[src/rtl/booth_sequencer.sv]
// Control sequencer for a radix-2 Booth multiplier datapath.
// Issues load / add-sub / arithmetic-shift commands and a start/busy/done handshake.
module booth_sequencer #(
  parameter int unsigned WIDTH = 4,
  parameter int unsigned CNT_W = 3
) (
  input  logic             clk,
  input  logic             rst,
  input  logic             start,
  input  logic             q0,
  input  logic             qm1,
  output logic             m_ctrl,
  output logic [1:0]       a_ctrl,
  output logic [1:0]       q_ctrl,
  output logic [1:0]       qm1_ctrl,
  output logic             alu_op,
  output logic             busy,
  output logic             done,
  output logic [CNT_W-1:0] count
);

  typedef enum logic [2:0] {
    S_IDLE,
    S_LOAD,
    S_EVAL,
    S_SHIFT,
    S_DONE
  } state_t;

  state_t state, state_next;

  always_ff @(posedge clk) begin
    if (rst) begin
      state <= S_IDLE;
      count <= '0;
    end else begin
      state <= state_next;
      case (state)
        S_LOAD:  count <= CNT_W'(WIDTH);
        S_SHIFT: count <= count - CNT_W'(1);
        default: count <= count;
      endcase
    end
  end

  // Outputs are pure state decode, except EVAL which also looks at {q0,qm1}.
  always_comb begin
    state_next = state;
    m_ctrl     = 1'b0;
    a_ctrl     = 2'b00;
    q_ctrl     = 2'b00;
    qm1_ctrl   = 2'b00;
    alu_op     = 1'b0;
    busy       = 1'b0;
    done       = 1'b0;
    case (state)
      S_IDLE: begin
        if (start) state_next = S_LOAD;
      end
      S_LOAD: begin
        m_ctrl     = 1'b1;
        a_ctrl     = 2'b01;
        q_ctrl     = 2'b01;
        qm1_ctrl   = 2'b01;
        busy       = 1'b1;
        state_next = S_EVAL;
      end
      S_EVAL: begin
        busy = 1'b1;
        case ({q0, qm1})
          2'b10: begin
            a_ctrl = 2'b10;
            alu_op = 1'b1;
          end
          2'b01: begin
            a_ctrl = 2'b10;
            alu_op = 1'b0;
          end
          default: a_ctrl = 2'b00;
        endcase
        state_next = S_SHIFT;
      end
      S_SHIFT: begin
        a_ctrl     = 2'b11;
        q_ctrl     = 2'b11;
        qm1_ctrl   = 2'b11;
        busy       = 1'b1;
        state_next = (count == CNT_W'(1)) ? S_DONE : S_EVAL;
      end
      S_DONE: begin
        done       = 1'b1;
        state_next = S_IDLE;
      end
      default: state_next = S_IDLE;
    endcase
  end

endmodule
[config.mk]
export PLATFORM = sky130hd
export DESIGN_NAME = booth_sequencer
export DESIGN_NICKNAME = d
export VERILOG_FILES = /design/src/rtl/booth_sequencer.sv
export SDC_FILE = /design/constraint.sdc
export NUM_CORES = 1
export LEC_CHECK = 0
export BUFFER_PORTS_ARGS = -buffer_cell sky130_fd_sc_hd__buf_2
export CAP_MARGIN = 10
export CORE_MARGIN = 5
export CORE_UTILIZATION = 24
export DETAILED_ROUTE_END_ITERATION = 12
export PLACE_DENSITY = 0.57
export SYNTH_ARGS = -nofsm -noshare
export SYNTH_HDL_FRONTEND = slang
export SYNTH_SLANG_ARGS = --single-unit
[constraint.sdc]
create_clock -name clk -period 0.95 [get_ports clk]
set_input_delay 0.0475 -clock clk [delete_from_list [all_inputs] [get_ports clk]]
set_output_delay 0.0475 -clock clk [all_outputs]
set_load 0.05 [all_outputs]
; ---- After elaboration in Yosys (flattened, before gate mapping)
; Index checks and enable logic that the tools add are counted.
[word_totals]
wordCells = 27
register_bits = 6
out_inout_bits = 13
input_bits = 5
[classes]
n_addsub = 1
n_eq_ne = 8
reduce_logical = 4
muxes = 12
[ops]
columns = op, count
row1 = $pmux W3 S4, 1
row2 = $eq A3 B1 Y1 const B, 2
row3 = $eq A3 B2 Y1 const B, 2
row4 = $mux W3, 2
row5 = $pmux W2 S3, 1
row6 = $pmux W3 S2, 1
row7 = $mux W1, 5
row8 = $pmux W2 S2, 1
row9 = $eq A3 B3 Y1 const B, 1
row10 = $logic_not A3 Y1, 1
row11 = $reduce_or A3 Y1, 1
row12 = $sub A3 B1 Y3 const B, 1
row13 = $eq A2 B1 Y1 const B, 1
row14 = $eq A2 B2 Y1 const B, 1
row15 = $mux W2, 1
row16 = $ne A2 B2 Y1 const B, 1
row17 = $reduce_bool A2 Y1, 1
row18 = $reduce_or A2 Y1, 1

; ---- Logic depth before layout (Yosys ltp)
; Gate-level depths: netlist (run 1).
[logic_depth]
depth_word = 4
depth_mapped = 5

; ---- Least setup slack after synthesis (run 1)
; No wires, ideal clock.
[synth_path]
path_type = register to output
from = register state[0]
to = output port a_ctrl[1]
slack_ns = -0.742
path_stages_with_launch = 3
t_required_ns = 0.902
t_arrival_ns = 1.645
path_cell_list = dfxtp_1 nor2b_1 nor3b_1
[synth_between]
elab_chain_cells = 2
elab_cells_between_ends = 4
classes_between = eq/ne: 3 / mux: 1
[synth_rtl]
columns = element, line_no
row1 = from (decl), 30  ; state_t state, state_next;
row2 = from (signal assigned), 37  ; state <= state_next;
row3 = $eq A3 B2 Y1 / $eq A3 B1 Y1 (equally long branches), 56  ; case (state)
row4 = $pmux W2 S3 (*), 56
row5 = to (decl), 13  ; output logic [1:0] a_ctrl,
; Every way passes the cells marked *; elsewhere a longest branch is shown, timed or not.

; ---- Worst setup path after layout (run 1)
[layout_path]
from = register state[2]
to = output port qm1_ctrl[1]
[layout_between]
elab_chain_cells = 2
elab_cells_between_ends = 3
classes_between = eq/ne: 2 / mux: 1
[layout_rtl]
columns = element, line_no
row1 = $eq A3 B2 Y1 / $eq A3 B1 Y1 (equally long branches), 56
row2 = $pmux W2 S2 (*), 56
row3 = to (decl), 15  ; output logic [1:0] qm1_ctrl,
; Marks and branches as above.

==> impl_metrics.prom, run 1 <==
# TYPE chip_impl_metric gauge
chip_impl_metric{name="final_critical_path_setup_slack",unit="ns"} -0.196
chip_impl_info{name="synth.largest_area_cell",value="sky130_fd_sc_hd__dfxtp_1"} 1
chip_impl_metric{name="numClockSinks",unit=""} 6
chip_impl_metric{name="sequential_area_share_after_synthesis",unit="%"} 33.0
chip_impl_metric{name="number_of_setup_violations_in_the_final_report",unit=""} 14
chip_impl_info{name="hold_path_class",value="input port to flip-flop"} 1
chip_impl_metric{name="core",unit="um^2"} 1470
chip_impl_metric{name="synth_simple_gate_area_share",unit="%"} 38.1
chip_impl_metric{name="io-pin-count",unit=""} 18
chip_impl_metric{name="dp.cells",unit=""} 78
chip_impl_metric{name="gp_routability_congestion",unit=""} 0.705
chip_impl_metric{name="cp.arrival",unit="ns"} 1.10
chip_impl_metric{name="cts-buffers-inserted",unit=""} 3
chip_impl_metric{name="first_global_vias",unit=""} 363
chip_impl_metric{name="route.detailed.vias_per_inst",unit=""} 4.78
chip_impl_metric{name="detail_route.wirelength",unit="um"} 1020
chip_impl_metric{name="drive_above_1_share",unit="%"} 80.6
chip_impl_metric{name="clkLatencyLatePin",unit="ns"} 0.24
chip_impl_metric{name="h-tree-depth",unit=""} 1
chip_impl_metric{name="swShare",unit="%"} 36.7
chip_impl_metric{name="global_route.usage.met2",unit="%"} 13.5
chip_impl_metric{name="timing.clock.skew",unit="ns"} 0.00548
chip_impl_metric{name="multiplexer_share_of_the_synthesized_area",unit="%"} 0
chip_impl_metric{name="routed-via-count",unit=""} 397
chip_impl_info{name="ys_dominant_reg_cell",value="sky130_fd_sc_hd__dfxtp_1"} 1
chip_impl_metric{name="globalRoute.totalOverflow",unit=""} 0
chip_impl_metric{name="synth_xor_area_share",unit="%"} 0
chip_impl_metric{name="floorplan.die_area",unit="um^2"} 2400
chip_impl_metric{name="finalNonFillerCells",unit=""} 83
chip_impl_info{name="cp-start-kind",value="flip-flop"} 1
chip_impl_metric{name="yosysTopAreaCellShare",unit="%"} 33.0
chip_impl_metric{name="max_slew.worst_pin.slew",unit="ns"} 0.182
chip_impl_metric{name="synthesis.yosys.warnings",unit=""} 0
chip_impl_info{name="synth.most_common_cell",value="sky130_fd_sc_hd__dfxtp_1"} 1
chip_impl_metric{name="fin_util",unit="%"} 51.6
chip_impl_metric{name="cts-root-to-sink-buffers",unit=""} 2
chip_impl_metric{name="detail_route.wl_per_cell",unit="um"} 12.2
chip_impl_metric{name="finalSetupTns",unit="ns"} -1.90
chip_impl_metric{name="start_util",unit="%"} 24.7
chip_impl_metric{name="areaGrowthSynthToFinish",unit="%"} 109
chip_impl_metric{name="worstPathRequired",unit="ns"} 0.90
chip_impl_info{name="clock-root-buffer",value="sky130_fd_sc_hd__clkbuf_4"} 1
chip_impl_metric{name="power_per_cell_area",unit="nW/um^2"} 1210
chip_impl_metric{name="grt_pass1_wl",unit="um"} 1570
chip_impl_metric{name="pin_count_of_the_biggest_net_entering_global_routing",unit=""} 8
chip_impl_info{name="synth_top_family_by_area",value="simple AND/OR/NAND/NOR gates"} 1
chip_impl_metric{name="dp_hpwl",unit="um"} 707
chip_impl_metric{name="postLayoutCellArea",unit="um^2"} 759
chip_impl_metric{name="die-height",unit="um"} 49.0
chip_impl_metric{name="drt-initial-drc-count",unit=""} 4
chip_impl_info{name="run_status",value="finished with violations"} 1
chip_impl_metric{name="antenna_cells",unit=""} 0
chip_impl_metric{name="synth-adder-area-share",unit="%"} 10.3
chip_impl_metric{name="finalWorstPathRequiredPeriod",unit="ns"} 1.15
chip_impl_info{name="synth.top_cells.by_area",value="sky130_fd_sc_hd__dfxtp_1 (33%), sky130_fd_sc_hd__ha_1 (10%), sky130_fd_sc_hd__buf_4 (6.2%), sky130_fd_sc_hd__nor2_1 (5.2%), sky130_fd_sc_hd__nand2b_4 (3.8%)"} 1
chip_impl_metric{name="first_pass_iters",unit=""} 4
chip_impl_metric{name="synthesis.instances",unit=""} 41
chip_impl_metric{name="synth.distinct_cells",unit=""} 23
chip_impl_metric{name="max_slew_margin",unit="%"} 87.8
chip_impl_metric{name="synth.ff_latch_count",unit=""} 6
chip_impl_metric{name="synth_area_in_compound_gates",unit="%"} 6.19
chip_impl_metric{name="leakage",unit="uW"} 0.000326
chip_impl_metric{name="syn_area",unit="um^2"} 364
chip_impl_metric{name="fp-row-count",unit=""} 14
chip_impl_metric{name="finalMaxSlewViolations",unit=""} 0
chip_impl_metric{name="placement.cell_area",unit="um^2"} 564
chip_impl_info{name="failed_checks",value="setup timing"} 1
chip_impl_metric{name="vdd.ir_drop.worst",unit="uV"} 588
chip_impl_metric{name="finish.net_count",unit=""} 77
chip_impl_metric{name="period_share",unit="%"} 121
chip_impl_info{name="rsz0062_at_grt",value="true"} 1
chip_impl_metric{name="chipWidth",unit="um"} 49.0
chip_impl_metric{name="power.share.clock",unit="%"} 25.7
chip_impl_metric{name="detail_route.drc_violations",unit=""} 0
chip_impl_metric{name="drv.max_cap_violation_count",unit=""} 0
chip_impl_metric{name="grt_antenna_before_repair",unit=""} 0
chip_impl_metric{name="timing.fmax",unit="MHz"} 873
chip_impl_metric{name="total_switching_power",unit="uW"} 339
chip_impl_metric{name="synth_area_per_cell",unit="um^2"} 8.88
chip_impl_metric{name="syn-num-nets",unit=""} 49
chip_impl_metric{name="grt_overall_usage",unit="%"} 8.13
chip_impl_info{name="grt-busiest-layer",value="met2"} 1
chip_impl_metric{name="power.sequential.fraction",unit="%"} 31.6
chip_impl_metric{name="synthArstFlopShare",unit="%"} 0
chip_impl_metric{name="number_of_synthesized_flops_with_an_enable_pin",unit=""} 0
chip_impl_metric{name="p_comb_share",unit="%"} 42.7
chip_impl_metric{name="ant_nets",unit=""} 0
chip_impl_info{name="end_kind",value="output pin"} 1
chip_impl_info{name="worst-setup-path-type",value="flip-flop to output pin"} 1
chip_impl_metric{name="timing_hold_violations_final",unit=""} 0
chip_impl_metric{name="port_buffers",unit=""} 17
chip_impl_metric{name="post-layout-total-power",unit="uW"} 923
chip_impl_metric{name="global_route.usage.met1",unit="%"} 9.51
chip_impl_metric{name="grt_use_met3",unit="%"} 2.14
chip_impl_metric{name="clk_pin_slew",unit="ns"} 0.05
chip_impl_metric{name="path_max_fanout",unit=""} 4
chip_impl_info{name="tritoncts",value="done"} 1
chip_impl_info{name="post_synth_most_frequent_cells",value="sky130_fd_sc_hd__dfxtp_1 (6), sky130_fd_sc_hd__nor2_1 (5), sky130_fd_sc_hd__buf_4 (3), sky130_fd_sc_hd__ha_1 (3), sky130_fd_sc_hd__inv_1 (3)"} 1
chip_impl_metric{name="intPower",unit="uW"} 584
through the flow:
stage / setup WS (ns) / hold WS, ns
after CTS: -0.209 / 0.0344
after floorplan: -0.200 / 0.107
after global placement: -0.0820 / 0.289
after detailed placement: -0.100 / 0.292
final: -0.196 / 0.0490
after global routing: -0.238 / 0.0603
flip-flops by register name, indices dropped and copies added, names as in the netlist:
name   flops
count      3
state      3
cells by family (layout without fill, tap and decap cells):
family	count (synthesis)	in the layout
and+or+nand+nor	20	20
adders and majority gates	3	3
AOI/OAI and AO/OA	4	4
buffers and inverters	8	34
DFF	6	6
area by class of cell:
cell class              instances  area (um^2)
well taps                      16         20.0
inverters                       4         27.5
multi-input cells              27          279
flip-flops and latches          6          138
repair buffers                 27          273
fillers                       140          712
clock buffers                   3         22.5
metal layers:
metal | vias up | routed length, um | share of wire, %
met4 | 0 | 0 | 0
met5 | - | 0 | 0
met2 | 17 | 558 | 55
met1 | 185 | 394 | 39
met3 | 0 | 62 | 6.1
li1 | 195 | - | -
power by group through the flow:
stage	Clock [uW]	Sequential (uW)	Combinational [uW]
6_report	237	292	394
3_3_place_gp	0	290	295
2_1_floorplan	0	309	196
5_1_grt	260	295	416
3_5_place_dp	0	290	298
4_1_cts	249	291	366
placed cells by master, fill, tap and decap left out, types with 3 or more instances in the layout:
master,count
sky130_fd_sc_hd__buf_2,4
sky130_fd_sc_hd__buf_4,8
sky130_fd_sc_hd__buf_6,8
sky130_fd_sc_hd__buf_8,5
sky130_fd_sc_hd__clkbuf_4,4
sky130_fd_sc_hd__dfxtp_4,4
sky130_fd_sc_hd__nor2_4,3
worst max-delay path: stages (launching register included):
cell and delay [ns]:
sky130_fd_sc_hd__dfxtp_2 0.33, sky130_fd_sc_hd__nand2b_4 0.17, sky130_fd_sc_hd__inv_8 0.06, sky130_fd_sc_hd__and2_4 0.16, sky130_fd_sc_hd__buf_8 0.14
timing repair:
item / 4_1_cts / 5_1_grt
pin swaps: 3 / 5
hold buffers: 0 / 0
endpoints found under the setup margin: 14 / 18
resized for setup: 33 / 14
gates cloned: 0 / 0
setup buffers: 2 / 1
hold endpoints to repair: 0 / 0
final timing paths:
kind	from	to	slack, ns	depth (start not counted)
max reg2reg	state[2]	count[1]	-0.10	6
max	state[2]	qm1_ctrl[1]	-0.20	4
min reg2reg	count[0]	count[0]	0.53	2
min	rst	count[0]	0.05	2
(Power assumes the default switching activity.)
==> inputs of run 2 (changes only) <==
- CTS_BUF_LIST: unset -> sky130_fd_sc_hd__clkbuf_8
==> run 2 against run 1 <==
The flow still finishes with violations (setup timing); via count down 1.8%; non-clock buffer count up 1; clock skew down 0.00063 ns; worst setup slack better by 0.015 ns; utilization up 1.0 points; register-to-register slack better by 0.05 ns; final cell count up 1.2%; global-route usage up 0.19 points.
==> impl_metrics.prom, run 2 (synthesized netlist as in run 1, its figures left out) <==
# TYPE chip_impl_metric gauge
chip_impl_metric{name="fillers",unit=""} 137
chip_impl_metric{name="first_pass_iters",unit=""} 1
chip_impl_metric{name="clkLatencyLatePin",unit="ns"} 0.22
chip_impl_info{name="most_common_library_cell_in_the_layout_ignoring_fill_and_taps",value="sky130_fd_sc_hd__buf_4"} 1
chip_impl_metric{name="final_critical_path_setup_slack",unit="ns"} -0.181
chip_impl_metric{name="path_max_fanout",unit=""} 4
chip_impl_info{name="top_library_cells_by_usage_in_the_layout_fill_and_taps_aside",value="sky130_fd_sc_hd__buf_4 (10), sky130_fd_sc_hd__buf_2 (6), sky130_fd_sc_hd__buf_6 (6), sky130_fd_sc_hd__buf_8 (5), sky130_fd_sc_hd__dfxtp_4 (4)"} 1
chip_impl_metric{name="antenna_cells",unit=""} 0
chip_impl_metric{name="grt_pass1_wl",unit="um"} 1530
chip_impl_metric{name="finalWorstPathRequiredPeriod",unit="ns"} 1.13
chip_impl_metric{name="port_buffers",unit=""} 17
chip_impl_metric{name="areaGrowthSynthToFinish",unit="%"} 113
chip_impl_metric{name="drv.max_cap_violation_count",unit=""} 0
chip_impl_metric{name="period_share",unit="%"} 119
chip_impl_metric{name="leakage",unit="uW"} 0.000337
chip_impl_metric{name="reg2reg_slack",unit="ns"} -0.05
chip_impl_metric{name="gp_routability_congestion",unit=""} 0.705
chip_impl_info{name="rr_endpoint",value="state[2]"} 1
chip_impl_metric{name="timing_hold_violations_final",unit=""} 0
chip_impl_info{name="end_kind",value="output pin"} 1
chip_impl_metric{name="power.share.clock",unit="%"} 36.2
chip_impl_metric{name="total_switching_power",unit="uW"} 355
chip_impl_metric{name="vdd.ir_drop.worst",unit="uV"} 791
chip_impl_metric{name="swShare",unit="%"} 33.4
chip_impl_metric{name="finalMaxSlewViolations",unit=""} 0
chip_impl_metric{name="max_slew.worst_pin.slew",unit="ns"} 0.248
chip_impl_metric{name="ff2ff_path_depth",unit=""} 4
chip_impl_metric{name="core",unit="um^2"} 1470
chip_impl_info{name="hold_path.startpoint",value="rst"} 1
chip_impl_metric{name="fp-row-count",unit=""} 14
chip_impl_info{name="failed_checks",value="setup timing"} 1
chip_impl_metric{name="start_util",unit="%"} 24.7
chip_impl_info{name="run_status",value="finished with violations"} 1
chip_impl_metric{name="regArea",unit="um^2"} 138
chip_impl_metric{name="ant_nets",unit=""} 0
chip_impl_metric{name="h-tree-depth",unit=""} 1
chip_impl_metric{name="cts-buffers-inserted",unit=""} 3
chip_impl_info{name="r2r-start",value="state[2]"} 1
chip_impl_metric{name="pin_count_of_the_biggest_net_entering_global_routing",unit=""} 8
chip_impl_info{name="clock-root-buffer",value="sky130_fd_sc_hd__clkbuf_8"} 1
chip_impl_info{name="critical_path.slowest_cell",value="sky130_fd_sc_hd__dfxtp_2"} 1
chip_impl_info{name="tritoncts",value="done"} 1
chip_impl_metric{name="cp.arrival",unit="ns"} 1.08
chip_impl_metric{name="timing.critical_path.buf_inv",unit=""} 2
chip_impl_metric{name="finish.net_count",unit=""} 78
chip_impl_metric{name="worst_hold_stages",unit=""} 2
chip_impl_metric{name="max_slew_margin",unit="%"} 83.5
chip_impl_metric{name="critPathMaxStageDelay",unit="ns"} 0.32
chip_impl_metric{name="die-height",unit="um"} 49.0
chip_impl_metric{name="drt-initial-drc-count",unit=""} 0
chip_impl_metric{name="power.sequential.fraction",unit="%"} 27.4
chip_impl_info{name="largestRegisters",value="count x3, state x3"} 1
chip_impl_info{name="worst-setup-path-type",value="flip-flop to output pin"} 1
chip_impl_metric{name="timing.clock.skew",unit="ns"} 0.00485
chip_impl_metric{name="io-pin-count",unit=""} 18
chip_impl_metric{name="numClockSinks",unit=""} 6
chip_impl_info{name="critPathTopFamily",value="simple AND/OR/NAND/NOR gates"} 1
chip_impl_info{name="hold_path_class",value="input port to flip-flop"} 1
chip_impl_metric{name="multi_input_area",unit="um^2"} 280
chip_impl_metric{name="first_global_vias",unit=""} 358
chip_impl_metric{name="dp.cells",unit=""} 78
chip_impl_metric{name="worstPathRequired",unit="ns"} 0.90
chip_impl_metric{name="number_of_setup_violations_in_the_final_report",unit=""} 12
chip_impl_metric{name="floorplan.die_area",unit="um^2"} 2400
chip_impl_metric{name="route.detailed.vias_per_inst",unit=""} 4.64
chip_impl_metric{name="intPower",unit="uW"} 708
chip_impl_metric{name="finalSetupTns",unit="ns"} -1.45
chip_impl_metric{name="timing.fmax",unit="MHz"} 884
chip_impl_metric{name="detail_route.drc_violations",unit=""} 0
chip_impl_metric{name="chipWidth",unit="um"} 49.0
chip_impl_info{name="rsz0062_at_grt",value="true"} 1
chip_impl_metric{name="drive_above_1_share",unit="%"} 82.4
chip_impl_metric{name="finalNonFillerCells",unit=""} 84
chip_impl_metric{name="grt_antenna_before_repair",unit=""} 0
chip_impl_info{name="cp-start-kind",value="flip-flop"} 1
chip_impl_metric{name="grt_overall_usage",unit="%"} 8.32
chip_impl_metric{name="postLayoutCellArea",unit="um^2"} 774
chip_impl_metric{name="placement.cell_area",unit="um^2"} 564
chip_impl_metric{name="cts-root-to-sink-buffers",unit=""} 2
chip_impl_metric{name="globalRoute.totalOverflow",unit=""} 0
chip_impl_metric{name="fin_util",unit="%"} 52.6
chip_impl_metric{name="p_comb_share",unit="%"} 36.4
chip_impl_metric{name="detailedPlace.worstSlack",unit="ns"} -0.100
chip_impl_metric{name="dp_hpwl",unit="um"} 707
chip_impl_info{name="cp_cell_sequence",value="nand2b_4 > inv_8 > and2_4 > buf_8"} 1
chip_impl_info{name="hold_end",value="count[0]"} 1
chip_impl_metric{name="detail_route.wl_per_cell",unit="um"} 12.2
chip_impl_metric{name="clk_pin_slew",unit="ns"} 0.04
chip_impl_metric{name="detail_route.wirelength",unit="um"} 1030
chip_impl_metric{name="power_per_cell_area",unit="nW/um^2"} 1370
chip_impl_metric{name="routed-via-count",unit=""} 390
==> run 2: cell types whose count changed in the layout (fill, tap and decap cells not counted) <==
cell / delta
sky130_fd_sc_hd__o21ai_2: +1
sky130_fd_sc_hd__nor2_4: -1
sky130_fd_sc_hd__clkbuf_4: -4
sky130_fd_sc_hd__buf_2: +2
sky130_fd_sc_hd__buf_6: -2
sky130_fd_sc_hd__nand3_1: -1
sky130_fd_sc_hd__o21ai_1: -1
sky130_fd_sc_hd__nor2_1: +1
sky130_fd_sc_hd__buf_4: +2
sky130_fd_sc_hd__nand3_2: +1
sky130_fd_sc_hd__clkbuf_8: +3
==> run 2: how the worst max path moves through the flow <==
stage                     startpoint     endpoint  depth (start not counted)
after floorplan             state[2]     state[2]                          4
after global placement            q0    a_ctrl[1]                          5
after detailed placement          q0    a_ctrl[1]                          5
after CTS                   state[2]    q_ctrl[1]                          4
after global routing        state[2]  qm1_ctrl[1]                          4
final                       state[2]  qm1_ctrl[1]                          4
==> run 2: area by class of cell <==
type	instances	area share, %
Inverter	4	3.55
Multi-Input combinational cell	27	36.2
Tap cell	16	2.58
Clock buffer	3	5.33
Timing Repair Buffer	28	34.6
Sequential cell	6	17.8
==> run 2: repair_timing <==
item,4_1_cts,5_1_grt
endpoints found under the setup margin,14,15
hold buffers,0,0
buffers inserted,3,1
resized for setup,31,11
pin swaps,3,6
==> run 2: through the flow <==
step	hold slack, ns	power [uW]
CTS	0.0606	1050
detailed placement	0.292	588
finish	0.0670	1060
floorplan	0.107	505
global placement	0.289	585
global route	0.0878	1110
==> run 2: power groups by stage <==
| stage | Sequential, uW | Combinational, uW | Clock, uW |
|---|---|---|---|
| CTS | 291 | 365 | 395 |
| global route | 295 | 408 | 405 |
| floorplan | 309 | 196 | 0 |
| detailed placement | 290 | 298 | 0 |
| finish | 291 | 387 | 385 |
| global placement | 290 | 295 | 0 |
==> run 2: per-layer routing <==
metal | track usage [%] | vias up | share of wire, %
met5 | 0 | - | 0
met3 | 2.14 | 4 | 5.8
met2 | 13.3 | 14 | 54
li1 | - | 194 | -
met1 | 9.14 | 178 | 38
met4 | 6.73 | 0 | 2.7
==> inputs of run 3 (changes only) <==
- PLACE_DENSITY: 0.57 -> 0.58
==> run 3 against run 2 <==
The flow still finishes with violations (setup timing); die area did not move; hold slack barely moved; sequential share of layout area rose by 0.14 points; routed wire length decreased by 5.8%; critical path depth did not move; sequential cell count did not move; via count fell by 2.1%; fmax fell by 0.38%; combinational power down 5.4%; global-route usage rose by 0.38 points; critical endpoint is now q_ctrl[1].
==> impl_metrics.prom, run 3 (synthesized netlist as in run 1, its figures left out) <==
# TYPE chip_impl_metric gauge
chip_impl_metric{name="swShare",unit="%"} 33.0
chip_impl_metric{name="post-layout-total-power",unit="uW"} 1050
chip_impl_metric{name="cts-root-to-sink-buffers",unit=""} 2
chip_impl_metric{name="finalMaxSlewViolations",unit=""} 0
chip_impl_info{name="rsz0062_at_grt",value="true"} 1
chip_impl_metric{name="grt_pass1_wl",unit="um"} 1610
chip_impl_metric{name="grt_antenna_before_repair",unit=""} 0
chip_impl_info{name="failed_checks",value="setup timing"} 1
chip_impl_metric{name="die-height",unit="um"} 49.0
chip_impl_metric{name="cts-buffers-inserted",unit=""} 3
chip_impl_metric{name="route.detailed.vias_per_inst",unit=""} 4.39
chip_impl_metric{name="chipWidth",unit="um"} 49.0
chip_impl_info{name="most_common_library_cell_in_the_layout_ignoring_fill_and_taps",value="sky130_fd_sc_hd__buf_4"} 1
chip_impl_metric{name="io-pin-count",unit=""} 18
chip_impl_metric{name="first_pass_iters",unit=""} 2
chip_impl_metric{name="antenna_cells",unit=""} 0
chip_impl_metric{name="start_util",unit="%"} 24.7
chip_impl_metric{name="dp.cells",unit=""} 81
chip_impl_metric{name="clk_pin_slew",unit="ns"} 0.04
chip_impl_metric{name="timing.fmax",unit="MHz"} 881
chip_impl_metric{name="port_buffers",unit=""} 17
chip_impl_info{name="worst-setup-path-type",value="flip-flop to output pin"} 1
chip_impl_metric{name="p_comb_share",unit="%"} 35.0
chip_impl_metric{name="drv.max_cap_violation_count",unit=""} 0
chip_impl_metric{name="max_slew.worst_pin.slew",unit="ns"} 0.253
chip_impl_metric{name="finalWorstPathRequiredPeriod",unit="ns"} 1.14
chip_impl_metric{name="first_global_vias",unit=""} 379
chip_impl_metric{name="timing_hold_violations_final",unit=""} 0
chip_impl_metric{name="detail_route.wl_per_cell",unit="um"} 11.1
chip_impl_metric{name="drive_above_1_share",unit="%"} 77.5
chip_impl_metric{name="power.share.clock",unit="%"} 37.3
chip_impl_metric{name="ant_nets",unit=""} 0
chip_impl_info{name="hold_path_class",value="input port to flip-flop"} 1
chip_impl_info{name="end_kind",value="output pin"} 1
chip_impl_metric{name="power.sequential.fraction",unit="%"} 27.7
chip_impl_metric{name="drt-initial-drc-count",unit=""} 1
chip_impl_metric{name="cp.arrival",unit="ns"} 1.09
chip_impl_metric{name="core",unit="um^2"} 1470
chip_impl_metric{name="vdd.ir_drop.worst",unit="uV"} 1300
chip_impl_metric{name="max_slew_margin",unit="%"} 83.2
chip_impl_metric{name="dp_hpwl",unit="um"} 725
chip_impl_metric{name="critPathMaxStageDelay",unit="ns"} 0.33
chip_impl_metric{name="numClockSinks",unit=""} 6
chip_impl_metric{name="areaGrowthSynthToFinish",unit="%"} 107
chip_impl_metric{name="detail_route.wirelength",unit="um"} 966
chip_impl_metric{name="timing.hold.ws",unit="ns"} 0.0669
chip_impl_info{name="clock-root-buffer",value="sky130_fd_sc_hd__clkbuf_8"} 1
chip_impl_info{name="critical_path.slowest_cell",value="sky130_fd_sc_hd__dfxtp_2"} 1
chip_impl_metric{name="number_of_setup_violations_in_the_final_report",unit=""} 14
chip_impl_metric{name="final_critical_path_setup_slack",unit="ns"} -0.186
chip_impl_metric{name="timing.clock.skew",unit="ns"} 0.00449
chip_impl_metric{name="routed-via-count",unit=""} 382
chip_impl_metric{name="finish.net_count",unit=""} 80
chip_impl_metric{name="timing.critical_path.buf_inv",unit=""} 2
chip_impl_metric{name="path_max_fanout",unit=""} 5
chip_impl_metric{name="fp-row-count",unit=""} 14
chip_impl_metric{name="leakage",unit="uW"} 0.000342
chip_impl_metric{name="finalNonFillerCells",unit=""} 87
chip_impl_metric{name="pin_count_of_the_biggest_net_entering_global_routing",unit=""} 7
chip_impl_metric{name="total_switching_power",unit="uW"} 345
chip_impl_metric{name="worstPathRequired",unit="ns"} 0.90
chip_impl_info{name="cp_cell_sequence",value="nand2b_4 > inv_8 > and2_4 > buf_8"} 1
chip_impl_metric{name="clkLatencyLatePin",unit="ns"} 0.22
chip_impl_metric{name="fillers",unit=""} 137
chip_impl_metric{name="detail_route.drc_violations",unit=""} 0
chip_impl_metric{name="gp_routability_congestion",unit=""} 0.757
chip_impl_info{name="critPathTopFamily",value="flip-flops"} 1
chip_impl_metric{name="period_share",unit="%"} 120
chip_impl_info{name="cp-start-kind",value="flip-flop"} 1
chip_impl_metric{name="floorplan.die_area",unit="um^2"} 2400
chip_impl_metric{name="power_per_cell_area",unit="nW/um^2"} 1390
chip_impl_info{name="top_library_cells_by_usage_in_the_layout_fill_and_taps_aside",value="sky130_fd_sc_hd__buf_4 (13), sky130_fd_sc_hd__buf_6 (10), sky130_fd_sc_hd__buf_2 (5)"} 1
chip_impl_metric{name="h-tree-depth",unit=""} 1
chip_impl_metric{name="grt_overall_usage",unit="%"} 8.70
chip_impl_info{name="run_status",value="finished with violations"} 1
chip_impl_metric{name="globalRoute.totalOverflow",unit=""} 0
chip_impl_info{name="tritoncts",value="done"} 1
chip_impl_metric{name="intPower",unit="uW"} 702
chip_impl_info{name="largestRegisters",value="count x3, state x3"} 1
-- run 3: routing by layer --
metal	up-vias	wire length, um	global-route usage [%]
met5	-	0	0
met3	0	77	6.42
met4	0	0	1.35
li1	199	-	-
met1	170	403	9.16
met2	13	485	14.1
-- run 3: stage by stage --
stage	setup TNS [ns]	utilization, %	worst slack [ns]	cell area [um^2]
2_1_floorplan	-0.823	-	-0.200	418
3_3_place_gp	-0.255	39.0	-0.0816	574
3_5_place_dp	-0.307	39.0	-0.0937	574
4_1_cts	-1.70	49.6	-0.187	729
5_1_grt	-2.29	51.3	-0.224	754
6_report	-1.68	51.3	-0.186	754
-- run 3: power groups by stage --
stage               Sequential (uW)  Clock (uW)  Combinational (uW)
finish                          290         391                 366
global route                    293         435                 387
CTS                             288         406                 361
detailed placement              290           0                 299
global placement                289           0                 296
floorplan                       309           0                 196
-- run 3: worst paths after layout --
path / startpoint / to / slack, ns / depth (start not counted)
max: state[2] / q_ctrl[1] / -0.19 / 4
min: rst / count[1] / 0.07 / 2
max reg2reg: state[2] / count[1] / -0.09 / 6
min reg2reg: count[2] / count[2] / 0.52 / 2
-- run 3: worst reg2reg max path, cell delays in order, from the launching register on --
cell and delay [ns]:
sky130_fd_sc_hd__dfxtp_2 0.36, sky130_fd_sc_hd__nand2b_4 0.18, sky130_fd_sc_hd__inv_8 0.03, sky130_fd_sc_hd__buf_4 0.13, sky130_fd_sc_hd__buf_6 0.11, sky130_fd_sc_hd__nand3b_1 0.07
sky130_fd_sc_hd__a21oi_1 0.06
-- run 3: final cells by class --
cell class | count | area, um^2 | share of cell area, %
multi-input cells | 27 | 262 | 34.7
flip-flops and latches | 6 | 135 | 17.9
clock inverters | 1 | 3.75 | 0.498
well taps | 16 | 20.0 | 2.65
clock buffers | 3 | 41.3 | 5.47
repair buffers | 30 | 265 | 35.2
inverters | 4 | 27.5 | 3.65
-- run 3: timing repair --
action                     in CTS  in global routing
pin swaps                       4                  0
setup buffers                   2                  0
hold buffers                    0                  0
gates resized for setup        31                  4
setup endpoints to repair      15                 16
